==> src/rtl/ysyx_23060111_pkg.sv <==
// Shared constants for the writeback stage: load funct3 codes, FSM states
// and default datapath widths.
package ysyx_23060111_pkg;

   localparam int WBU_ADDR_WIDTH = 5;
   localparam int WBU_DATA_WIDTH = 32;

   localparam logic [2:0] F3_LB  = 3'b000;
   localparam logic [2:0] F3_LH  = 3'b001;
   localparam logic [2:0] F3_LW  = 3'b010;
   localparam logic [2:0] F3_LBU = 3'b100;
   localparam logic [2:0] F3_LHU = 3'b101;

   typedef enum logic [1:0] {
      S_IDLE = 2'd0,
      S_REQ  = 2'd1,
      S_WAIT = 2'd2,
      S_WB   = 2'd3
   } wbu_state_e;

endpackage

==> src/rtl/ysyx_23060111_load_ext.sv <==
// Combinational load extractor: selects the addressed byte/halfword/word
// from a read word and sign- or zero-extends it. Unknown funct3 acts as LW.
module ysyx_23060111_load_ext
   import ysyx_23060111_pkg::*;
#(
   parameter int DATA_WIDTH = WBU_DATA_WIDTH
) (
   input  logic [DATA_WIDTH-1:0] word_i,
   input  logic [1:0]            addr_i,
   input  logic [2:0]            funct3_i,
   output logic [DATA_WIDTH-1:0] data_o
);

   logic [7:0]  byte_sel;
   logic [15:0] half_sel;

   always_comb begin
      byte_sel = word_i[7:0];
      case (addr_i)
         2'd0: byte_sel = word_i[7:0];
         2'd1: byte_sel = word_i[15:8];
         2'd2: byte_sel = word_i[23:16];
         2'd3: byte_sel = word_i[31:24];
         default: byte_sel = word_i[7:0];
      endcase
      // addr_i[0] is deliberately ignored for halfwords
      half_sel = addr_i[1] ? word_i[31:16] : word_i[15:0];
   end

   always_comb begin
      data_o = word_i;
      case (funct3_i)
         F3_LB:   data_o = {{(DATA_WIDTH-8){byte_sel[7]}}, byte_sel};
         F3_LH:   data_o = {{(DATA_WIDTH-16){half_sel[15]}}, half_sel};
         F3_LBU:  data_o = {{(DATA_WIDTH-8){1'b0}}, byte_sel};
         F3_LHU:  data_o = {{(DATA_WIDTH-16){1'b0}}, half_sel};
         default: data_o = word_i;
      endcase
   end

endmodule

==> src/rtl/ysyx_23060111_wbu.sv <==
// Load/writeback stage: accepts one retired instruction, performs the load
// read if needed, then writes the register file and pulses commit.
module ysyx_23060111_wbu
   import ysyx_23060111_pkg::*;
#(
   parameter int ADDR_WIDTH = WBU_ADDR_WIDTH,
   parameter int DATA_WIDTH = WBU_DATA_WIDTH
) (
   input  logic                  clk,
   input  logic                  rst,
   input  logic                  in_valid,
   output logic                  in_ready,
   input  logic [ADDR_WIDTH-1:0] in_rd,
   input  logic [DATA_WIDTH-1:0] in_result,
   input  logic                  in_is_load,
   input  logic [2:0]            in_funct3,
   output logic                  mem_req_valid,
   input  logic                  mem_req_ready,
   output logic [DATA_WIDTH-1:0] mem_req_addr,
   input  logic                  mem_resp_valid,
   input  logic [DATA_WIDTH-1:0] mem_resp_data,
   output logic                  rf_wen,
   output logic [ADDR_WIDTH-1:0] rf_waddr,
   output logic [DATA_WIDTH-1:0] rf_wdata,
   output logic                  commit
);

   wbu_state_e            state_q;
   logic [ADDR_WIDTH-1:0] rd_q;
   logic [DATA_WIDTH-1:0] result_q;
   logic [2:0]            funct3_q;
   logic [DATA_WIDTH-1:0] wdata_q;
   logic [DATA_WIDTH-1:0] ext_data;

   ysyx_23060111_load_ext #(
      .DATA_WIDTH(DATA_WIDTH)
   ) u_load_ext (
      .word_i  (mem_resp_data),
      .addr_i  (result_q[1:0]),
      .funct3_i(funct3_q),
      .data_o  (ext_data)
   );

   always_ff @(posedge clk) begin
      if (rst) begin
         state_q  <= S_IDLE;
         rd_q     <= '0;
         result_q <= '0;
         funct3_q <= '0;
         wdata_q  <= '0;
      end else begin
         case (state_q)
            S_IDLE: begin
               if (in_valid) begin
                  rd_q     <= in_rd;
                  result_q <= in_result;
                  funct3_q <= in_funct3;
                  if (in_is_load) begin
                     state_q <= S_REQ;
                  end else begin
                     wdata_q <= in_result;
                     state_q <= S_WB;
                  end
               end
            end
            S_REQ: begin
               if (mem_req_ready) state_q <= S_WAIT;
            end
            S_WAIT: begin
               if (mem_resp_valid) begin
                  wdata_q <= ext_data;
                  state_q <= S_WB;
               end
            end
            S_WB:    state_q <= S_IDLE;
            default: state_q <= S_IDLE;
         endcase
      end
   end

   // Outputs decode the registered state; rst gates them so all read 0 in reset.
   always_comb begin
      in_ready      = (state_q == S_IDLE) && !rst;
      mem_req_valid = (state_q == S_REQ) && !rst;
      mem_req_addr  = mem_req_valid ? {result_q[DATA_WIDTH-1:2], 2'b00} : '0;
      commit        = (state_q == S_WB) && !rst;
      rf_wen        = commit && (rd_q != '0);
      rf_waddr      = commit ? rd_q : '0;
      rf_wdata      = commit ? wdata_q : '0;
   end

endmodule

==> config.mk <==
export PLATFORM = sky130hd
export DESIGN_NAME = ysyx_23060111_wbu
export DESIGN_NICKNAME = d
export VERILOG_FILES = /design/src/rtl/ysyx_23060111_pkg.sv /design/src/rtl/ysyx_23060111_load_ext.sv /design/src/rtl/ysyx_23060111_wbu.sv
export SDC_FILE = /design/constraint.sdc
export NUM_CORES = 1
export LEC_CHECK = 0
export ABC_AREA = 0
export BUFFER_PORTS_ARGS = -buffer_cell sky130_fd_sc_hd__buf_2
export CAP_MARGIN = 40
export CORE_MARGIN = 2
export CORE_UTILIZATION = 40
export CTS_CLUSTER_DIAMETER = 60
export DETAILED_ROUTE_END_ITERATION = 16
export PLACE_DENSITY = 0.69
export SLEW_MARGIN = 20
export SYNTH_ARGS = -nofsm -noshare
export SYNTH_HDL_FRONTEND = slang
export SYNTH_SLANG_ARGS = --single-unit
==> constraint.sdc <==
create_clock -name clk -period 1.85 [get_ports clk]
set_input_delay 0.185 -clock clk [delete_from_list [all_inputs] [get_ports clk]]
set_output_delay 0.185 -clock clk [all_outputs]
set_load 0.02 [all_outputs]
==> results_dict.tcl, run 1 <==
set metrics [dict create \
    hpwl_mm 9.98 \
    rr_startpoint "state_q[1]" \
    routedWlPerCell_um 16.7 \
    diodes 0 \
    final_cells 806 \
    grt_usage 0.230 \
    synth_cell_types 40 \
    portBuffers 148 \
    cp.required_ns 2.09 \
    fin_crit_sh 0.982 \
    pin_count 151 \
    final-max-slew-violation-count 0 \
    grt_pass1_vias 3915 \
    first_pass_iters 5 \
    tns_ns 0 \
    layout_commonest_cell "buf_2" \
    cts.path.max_buffers 2 \
    root_buffer "clkbuf_8" \
    wl_mm 13.4 \
    drv_cap 0 \
    whs_ns 0.0759 \
    vias 4286 \
    p_int_mw 4.34 \
    status "finished clean" \
    worstHoldStart "in_rd[0]" \
    hold_path_class "in -> reg" \
    whs_endpoint "rd_q[0]" \
    cpLargestDelayFamily "compound AO/OA/AOI/OAI gates" \
    die_w_um 106 \
    finalPower_mw 7.11 \
    fmax_ghz 0.550 \
    pwr-share-comb 0.482 \
    synth_cells 524 \
    cts_buffers 9 \
    worstSetupEndpointType "flip-flop" \
    syn_to_final_growth_pct 33.7 \
    r2r_setup_slack_ns 0.03 \
    final_cell_mix "122 x buf_2, 111 x nand2_1, 72 x dfxtp_1, 59 x and2_1, 41 x a21oi_1" \
    p_clk_frac 0.177 \
    ant_nets 0 \
    synthArstFlopShare 0 \
    drt_iter0_drc 315 \
    design_area_mm2 0.00555 \
    p_switching_mw 2.77 \
    final.setup_skew_ns 0.00678 \
    die_y_um 106 \
    power_leakage_nw 2.46 \
    die_area_mm2 0.0112 \
    p_per_area_mw_per_mm2 1280 \
    yosys_warnings 0 \
    switching_share 0.390 \
    r2r_end "wdata_q[28]" \
    crit_path_top_delay_cell "dfxtp_4" \
    ys.flop_type "dfxtp_1" \
    dpl_cell_area_mm2 0.00507 \
    rsz0062_at_grt "yes" \
    via_per_inst 5.32 \
    cts_sinks 74 \
    htreeDepth 3 \
    drive_gt1_frac 0.355 \
    worstSetupStartpointType "flip-flop" \
    grt_remaining_overflow 0 \
    path_cells "buf_4 -> ha_4 -> mux2_1 -> a21bo_4 -> nor2_4 -> buf_12 -> a32o_1" \
    fin_nets 749 \
    worstRegToRegCells 7 \
    place_inst 786 \
    synth_edf_count 0 \
    synth_seq_cells 74 \
    setup-violations-final 0 \
    ir_drop_v 0.000577 \
    critical_path_class "reg -> reg" \
    grt_pass1_wl_mm 20.0 \
    hold_violations 0 \
    critPathBufInv 2 \
    slowest_delay_ns 0.37 \
    antenna_found_initial 0 \
    path_clk_slew_ns 0.08 \
    holdPathStages 3 \
    seq_power_share 0.341 \
    synth_area_mm2 0.00415 \
    syn_avg_cell_area_um2 7.92 \
    core_area_mm2 0.0102 \
    grt_max_degree 45 \
    path_max_fanout 18 \
    clock_latency_ns 0.34 \
    rows 37 \
    start_util 0.407 \
    fin_crit_ns 1.82 \
    cts_tree "yes" \
    arrival_ns 2.06 \
    gp_congestion 0.890 \
    drc 0 \
    ys_seq_area_frac 0.357 \
]
-- worst max path at each step --
stage / from / endpoint / slack, ns / depth (start not counted)
detailed placement: state_q[0] / wdata_q[13] / -0.04 / 6
finish: state_q[1] / wdata_q[28] / 0.03 / 7
floorplan: state_q[0] / wdata_q[18] / 0.03 / 8
CTS: state_q[1] / mem_req_addr[22] / 0.02 / 6
global route: state_q[1] / mem_req_addr[21] / -0.02 / 6
global placement: state_q[0] / wdata_q[13] / 0.06 / 6
-- stage by stage --
| stage | utilization | setup WS [ns] |
|---|---|---|
| finish | 0.545 | 0.0326 |
| global placement | 0.498 | 0.0560 |
| detailed placement | 0.498 | -0.0405 |
| CTS | 0.522 | 0.0200 |
| floorplan | - | 0.0328 |
| global route | 0.545 | -0.0156 |
-- cell usage after synthesis (2+ instances only) --
cell type	number	area [µm²]
buf_4	4	30.0
nor2_4	2	22.5
a31oi_1	4	25.0
o21ai_0	7	35.0
a311oi_1	8	70.1
inv_1	6	22.5
mux2i_1	17	170
o21a_1	8	60.1
buf_2	12	60.1
nand2_1	111	417
o221ai_1	7	61.3
or2_2	18	113
nand2b_1	4	25.0
dfxtp_1	74	1480
nor3b_1	6	45.0
nor2_1	18	67.6
and2_1	67	419
clkbuf_1	29	109
mux2_2	2	22.5
nor2b_1	11	68.8
a21oi_1	41	205
o211ai_1	18	135
ha_1	4	50.1
a22o_1	12	105
a32o_1	18	180
clkinv_1	2	7.51
-- layout make-up --
type	count	area [µm²]
Clock buffer	11	151
Clock inverter	3	40.0
Fill cell	976	4640
Inverter	8	36.3
Multi-Input combinational cell	396	2510
Sequential cell	74	1490
Tap cell	136	170
Timing Repair Buffer	178	1150
-- logic make-up after synthesis --
group,share of synthesized area
fa+ha+maj,0.0121
compound gates,0.227
buf+inv,0.0588
other cells,0.000904
simple gates,0.289
mux,0.0546
flops,0.357
-- worst register-to-register path, delay by kind of cell (launching register included) --
kind	cells	cell delay (ns)
multiplexers	1	0.33
flip-flops	1	0.37
adder cells (fa/ha/maj)	1	0.17
AND/OR/NAND/NOR	1	0.06
buffers and inverters	2	0.30
AO/OA/AOI/OAI	2	0.49
-- routing by layer --
layer,up-vias,GRT usage,part of all wire,routed length [µm]
met4,0,0.0827,0.020,272
met1,2029,0.311,0.44,5970
li1,2082,-,-,-
met3,20,0.0439,0.063,846
met5,-,0,0,0
met2,155,0.364,0.47,6340
-- registers in the layout, indices dropped and copies added (netlist names) --
signal	flops
funct3_q	3
rd_q	5
result_q	32
state_q	2
wdata_q	32
-- power by group through the flow --
stage | Sequential (mW) | Combinational, mW | Clock, mW
CTS | 2.40 | 3.19 | 1.27
global route | 2.49 | 3.72 | 1.34
detailed placement | 2.43 | 3.07 | 0
finish | 2.43 | 3.43 | 1.26
global placement | 2.41 | 2.96 | 0
floorplan | 2.33 | 2.25 | 0
-- timing repair --
item / in CTS / in global routing
pin swaps: 1 / 5
endpoints found under the setup margin: 46 / 57
buffers inserted: 1 / 2
hold buffers: 0 / 0
gates resized for setup: 7 / 61
gates cloned: 1 / 2
No activity file was read; power rests on OpenSTA's default activity.
==> run 2, diff against run 1 <==
--- a/config.mk
+++ b/config.mk
@@ -13,6 +13,7 @@
 export CTS_CLUSTER_DIAMETER = 60
 export DETAILED_ROUTE_END_ITERATION = 16
 export PLACE_DENSITY = 0.69
+export SETUP_SLACK_MARGIN = 0.05
 export SLEW_MARGIN = 20
 export SYNTH_ARGS = -nofsm -noshare
 export SYNTH_HDL_FRONTEND = slang
==> results_dict.tcl, run 2 (synthesized netlist as in run 1, its figures left out) <==
set metrics [dict create \
    cts.path.max_buffers 2 \
    htreeDepth 3 \
    gp_congestion 0.907 \
    holdPathStages 3 \
    cp.required_ns 1.66 \
    worst_slew_pin_slew_ns 0.497 \
    slew_headroom 0.668 \
    drv_cap 0 \
    worstSetupStartpointType "flip-flop" \
    die_y_um 106 \
    cpMostUsedCell "buf_6" \
    drive_gt1_frac 0.387 \
    via_per_inst 5.21 \
    power_leakage_nw 2.56 \
    status "finished clean" \
    worstHoldStart "in_rd[0]" \
    worstRegToRegCells 7 \
    ant_nets 0 \
    antenna_found_initial 2 \
    fin_nets 757 \
    crit_path_top_delay_cell "dfxtp_4" \
    p_per_area_mw_per_mm2 1280 \
    fin_crit_ns 1.81 \
    cts_buffers 9 \
    critical_path_class "reg -> out" \
    cts_tree "yes" \
    clock_latency_ns 0.36 \
    vias 4263 \
    fmax_ghz 0.552 \
    grt_max_degree 49 \
    rows 37 \
    hpwl_mm 9.45 \
    r2r_setup_slack_ns 0.06 \
    grt_remaining_overflow 0 \
    layout_commonest_cell "buf_2" \
    reg_top3 "result_q (32), wdata_q (32), rd_q (5)" \
    path_max_fanout 5 \
    start_util 0.407 \
    final.fill_count 930 \
    final_cell_mix "117 x buf_2, 111 x nand2_1, 72 x dfxtp_1, 44 x and2_1, 41 x a21oi_1" \
    die_w_um 106 \
    hold_violations 0 \
    final_util 0.568 \
    wl_mm 13.4 \
    whs_endpoint "rd_q[0]" \
    slowest_delay_ns 0.37 \
    ir_drop_v 0.000829 \
    grt_pass1_wl_mm 19.7 \
    r2r_end "wdata_q[28]" \
    worstSetupEndpointType "primary output" \
    drt_iter0_drc 250 \
    final-max-slew-violation-count 0 \
    pin_count 151 \
    rsz0062_at_grt "yes" \
    grt_pass1_vias 4080 \
    die_area_mm2 0.0112 \
    rr_startpoint "state_q[1]" \
    whs_ns 0.0618 \
    core_area_mm2 0.0102 \
    routedWlPerCell_um 16.3 \
    cts_sinks 74 \
    setup-violations-final 0 \
    drc 0 \
    design_area_mm2 0.00579 \
    arrival_ns 1.63 \
    path_cells "inv_4 -> ha_4 -> nor2b_4 -> buf_6 -> buf_6 -> and2_4 -> buf_6" \
    hold_path_class "in -> reg" \
    portBuffers 148 \
    syn_to_final_growth_pct 39.6 \
    dpl_cell_area_mm2 0.00509 \
    root_buffer "clkbuf_8" \
    final.setup_skew_ns 0.00944 \
    grt_usage 0.224 \
    path_clk_slew_ns 0.08 \
    first_pass_iters 4 \
    fin_crit_sh 0.980 \
]
==> run 2: repair_timing <==
action	4_1_cts	5_1_grt
setup buffers	0	6
pin swaps	2	24
endpoints found under the setup margin	73	96
resized for setup	4	108
hold endpoints to repair	0	0
hold buffers	0	0
cloned	0	7
==> run 2: cell type report <==
| cell class | count | area (µm²) | share of cell area |
|---|---|---|---|
| Multi-Input combinational cell | 396 | 2560 | 0.442 |
| Sequential cell | 74 | 1490 | 0.257 |
| Timing Repair Buffer | 186 | 1320 | 0.227 |
| Tap cell | 136 | 170 | 0.0294 |
| Clock buffer | 13 | 169 | 0.0292 |
| Clock inverter | 3 | 46.3 | 0.00800 |
| Inverter | 8 | 32.5 | 0.00562 |
| Antenna cell | 2 | 5.00 | 0.000864 |
==> run 2: stage by stage <==
stage / total power, mW / setup TNS, ns / setup WS (ns) / std cells
6_report: 7.43 / 0 / 0.0370 / 818
4_1_cts: 6.85 / 0 / 0.00804 / 803
3_3_place_gp: 5.36 / 0 / 0.0619 / 787
3_5_place_dp: 5.46 / -0.0263 / -0.0209 / 787
5_1_grt: 7.89 / -0.0837 / -0.0149 / 816
2_1_floorplan: 4.59 / 0 / 0.0408 / 525
==> run 2: worst max-delay path by stage <==
stage | from | to | slack (ns) | depth (start not counted)
6_report | state_q[1] | mem_req_addr[23] | 0.04 | 7
5_1_grt | state_q[1] | mem_req_addr[23] | -0.01 | 7
3_3_place_gp | state_q[0] | wdata_q[13] | 0.06 | 6
3_5_place_dp | state_q[0] | wdata_q[10] | -0.02 | 6
2_1_floorplan | state_q[0] | wdata_q[12] | 0.04 | 8
4_1_cts | state_q[1] | mem_req_addr[22] | 0.008 | 6
==> run 2: metal layers <==
layer  GRT usage  vias to the layer above  routed length [µm]  part of all wire
met2       0.361                      136                6310              0.47
met3      0.0526                       30                 913             0.068
met5           0                        -                   0                 0
met4      0.0996                        0                 320             0.024
met1       0.284                     1988                5820              0.44
li1            -                     2109                   -                 -
==> run 2: power breakdown <==
| part | internal [mW] | leakage, nW | switching, mW | total, mW |
|---|---|---|---|---|
| sequential | 2.14 | 0.609 | 0.288 | 2.43 |
| clock | 0.737 | 0.106 | 0.609 | 1.35 |
| combinational | 1.70 | 1.84 | 1.95 | 3.65 |
==> run 2: worst max-delay path: cells and delay by family (launching register included) <==
kind / cells / cell delay, ns
fa+ha+maj: 1 / 0.13
simple gates: 2 / 0.32
buf+inv: 4 / 0.46
flops: 1 / 0.37
==> run 3, diff against run 2 <==
--- a/config.mk
+++ b/config.mk
@@ -13,6 +13,7 @@
 export CTS_CLUSTER_DIAMETER = 60
 export DETAILED_ROUTE_END_ITERATION = 16
 export PLACE_DENSITY = 0.69
+export RECOVER_POWER = 100
 export SETUP_SLACK_MARGIN = 0.05
 export SLEW_MARGIN = 20
 export SYNTH_ARGS = -nofsm -noshare
==> results_dict.tcl, run 3 (synthesized netlist as in run 1, its figures left out) <==
set metrics [dict create \
    tns_ns 0 \
    slowest_delay_ns 0.37 \
    final_cells 818 \
    routedWlPerCell_um 16.3 \
    fmax_ghz 0.552 \
    critical_path_class "reg -> out" \
    via_per_inst 5.20 \
    place_inst 787 \
    ir_drop_v 0.000827 \
    syn_to_final_growth_pct 39.5 \
    drc 0 \
    pin_count 151 \
    status "finished clean" \
    grt_max_degree 49 \
    dpl_cell_area_mm2 0.00509 \
    htreeDepth 3 \
    final-max-slew-violation-count 0 \
    grt_pass1_wl_mm 19.7 \
    layout_commonest_cell "buf_2" \
    critPathBufInv 4 \
    fin_nets 757 \
    worstSetupStartpointType "flip-flop" \
    design_area_mm2 0.00578 \
    drt_iter0_drc 243 \
    cpLargestDelayFamily "buffers and inverters" \
    hold_violations 0 \
    ant_nets 0 \
    die_y_um 106 \
    portBuffers 148 \
    core_area_mm2 0.0102 \
    path_clk_slew_ns 0.08 \
    cp.required_ns 1.66 \
    vias 4257 \
    die_w_um 106 \
    p_per_area_mw_per_mm2 1280 \
    path_max_fanout 5 \
    final_util 0.568 \
    rsz0062_at_grt "yes" \
    rows 37 \
    setup-violations-final 0 \
    final_cell_mix "117 x buf_2, 111 x nand2_1, 72 x dfxtp_1, 43 x and2_1, 41 x a21oi_1" \
    final.setup_skew_ns 0.00948 \
    gp_congestion 0.907 \
    die_area_mm2 0.0112 \
    reg_top3 "result_q (32), wdata_q (32), rd_q (5)" \
    grt_pass1_vias 4080 \
    power_leakage_nw 2.56 \
    drive_gt1_frac 0.385 \
    grt_remaining_overflow 0 \
    clock_latency_ns 0.36 \
    worstSetupEndpointType "primary output" \
    cts_hold_buf 0 \
    crit_path_top_delay_cell "dfxtp_4" \
    fin_crit_ns 1.81 \
    hold_path_class "in -> reg" \
    cts_sinks 74 \
    fin_crit_sh 0.979 \
    grt_usage 0.224 \
    hpwl_mm 9.45 \
    antenna_found_initial 2 \
    first_pass_iters 5 \
    whs_ns 0.0626 \
    drv_cap 0 \
    cts_tree "yes" \
    root_buffer "clkbuf_8" \
    cts_buffers 9 \
    cpMostUsedCell "buf_6" \
    wl_mm 13.3 \
    path_cells "inv_4 -> ha_4 -> nor2b_4 -> buf_6 -> buf_6 -> and2_4 -> buf_6" \
    start_util 0.407 \
    arrival_ns 1.63 \
    cts.path.max_buffers 2 \
]
==> run 3: cell types whose count changed in the layout (fill, tap and decap cells not counted) <==
cell / before / now
buf_4: 29 / 28
ha_1: 1 / 2
and2_1: 44 / 43
ha_2: 1 / 0
and2_0: 0 / 1
clkbuf_2: 0 / 1
==> run 3: where the power goes <==
| group | total, mW | switching (mW) | internal (mW) | leakage (nW) |
|---|---|---|---|---|
| combinational | 3.64 | 1.95 | 1.69 | 1.84 |
| sequential | 2.43 | 0.289 | 2.14 | 0.609 |
| clock | 1.35 | 0.609 | 0.737 | 0.106 |
==> run 3: layer usage <==
layer	GRT usage	vias up	part of all wire
met5	0	-	0
met4	0.0996	0	0.027
met3	0.0526	31	0.069
met2	0.361	141	0.47
met1	0.284	1976	0.43
li1	-	2109	-
==> run 3: area by class of cell <==
cell class              instances  area [µm²]
clock buffers                  13         169
fillers                       931        4400
inverters                       8        32.5
multi-input cells             396        2560
flip-flops and latches         74        1490
diodes                          2        5.00
clock inverters                 3        46.3
well taps                     136         170
repair buffers                186        1310
==> run 3: worst paths after layout <==
path | endpoint | start | slack (ns) | depth (start not counted)
worst max-delay path | mem_req_addr[23] | state_q[1] | 0.04 | 7
worst min-delay path | result_q[18] | in_result[18] | 0.06 | 3
worst min register to register | result_q[27] | result_q[27] | 0.46 | 2
worst max register to register | wdata_q[28] | state_q[1] | 0.06 | 7
==> run 3: what timing repair did <==
action                     4_1_cts  5_1_grt
pin swaps                        2       24
buffers inserted                 0        6
hold endpoints to repair         0        0
gates cloned                     0        7
setup endpoints to repair       73       96
resized for setup                4      108
==> run 3: through the flow <==
stage / setup slack, ns / total power [mW]
finish: 0.0382 / 7.41
global route: -0.0132 / 7.88
CTS: 0.00804 / 6.85
detailed placement: -0.0209 / 5.46
global placement: 0.0619 / 5.36
floorplan: 0.0408 / 4.59
==> run 3: worst register-to-register path, cell delays in order (launching register included) <==
cell and delay, ns:
dfxtp_4 0.37, buf_4 0.14, ha_4 0.16, mux2_4 0.30, a21bo_4 0.23, nor2_4 0.09
buf_12 0.17, a32o_1 0.23
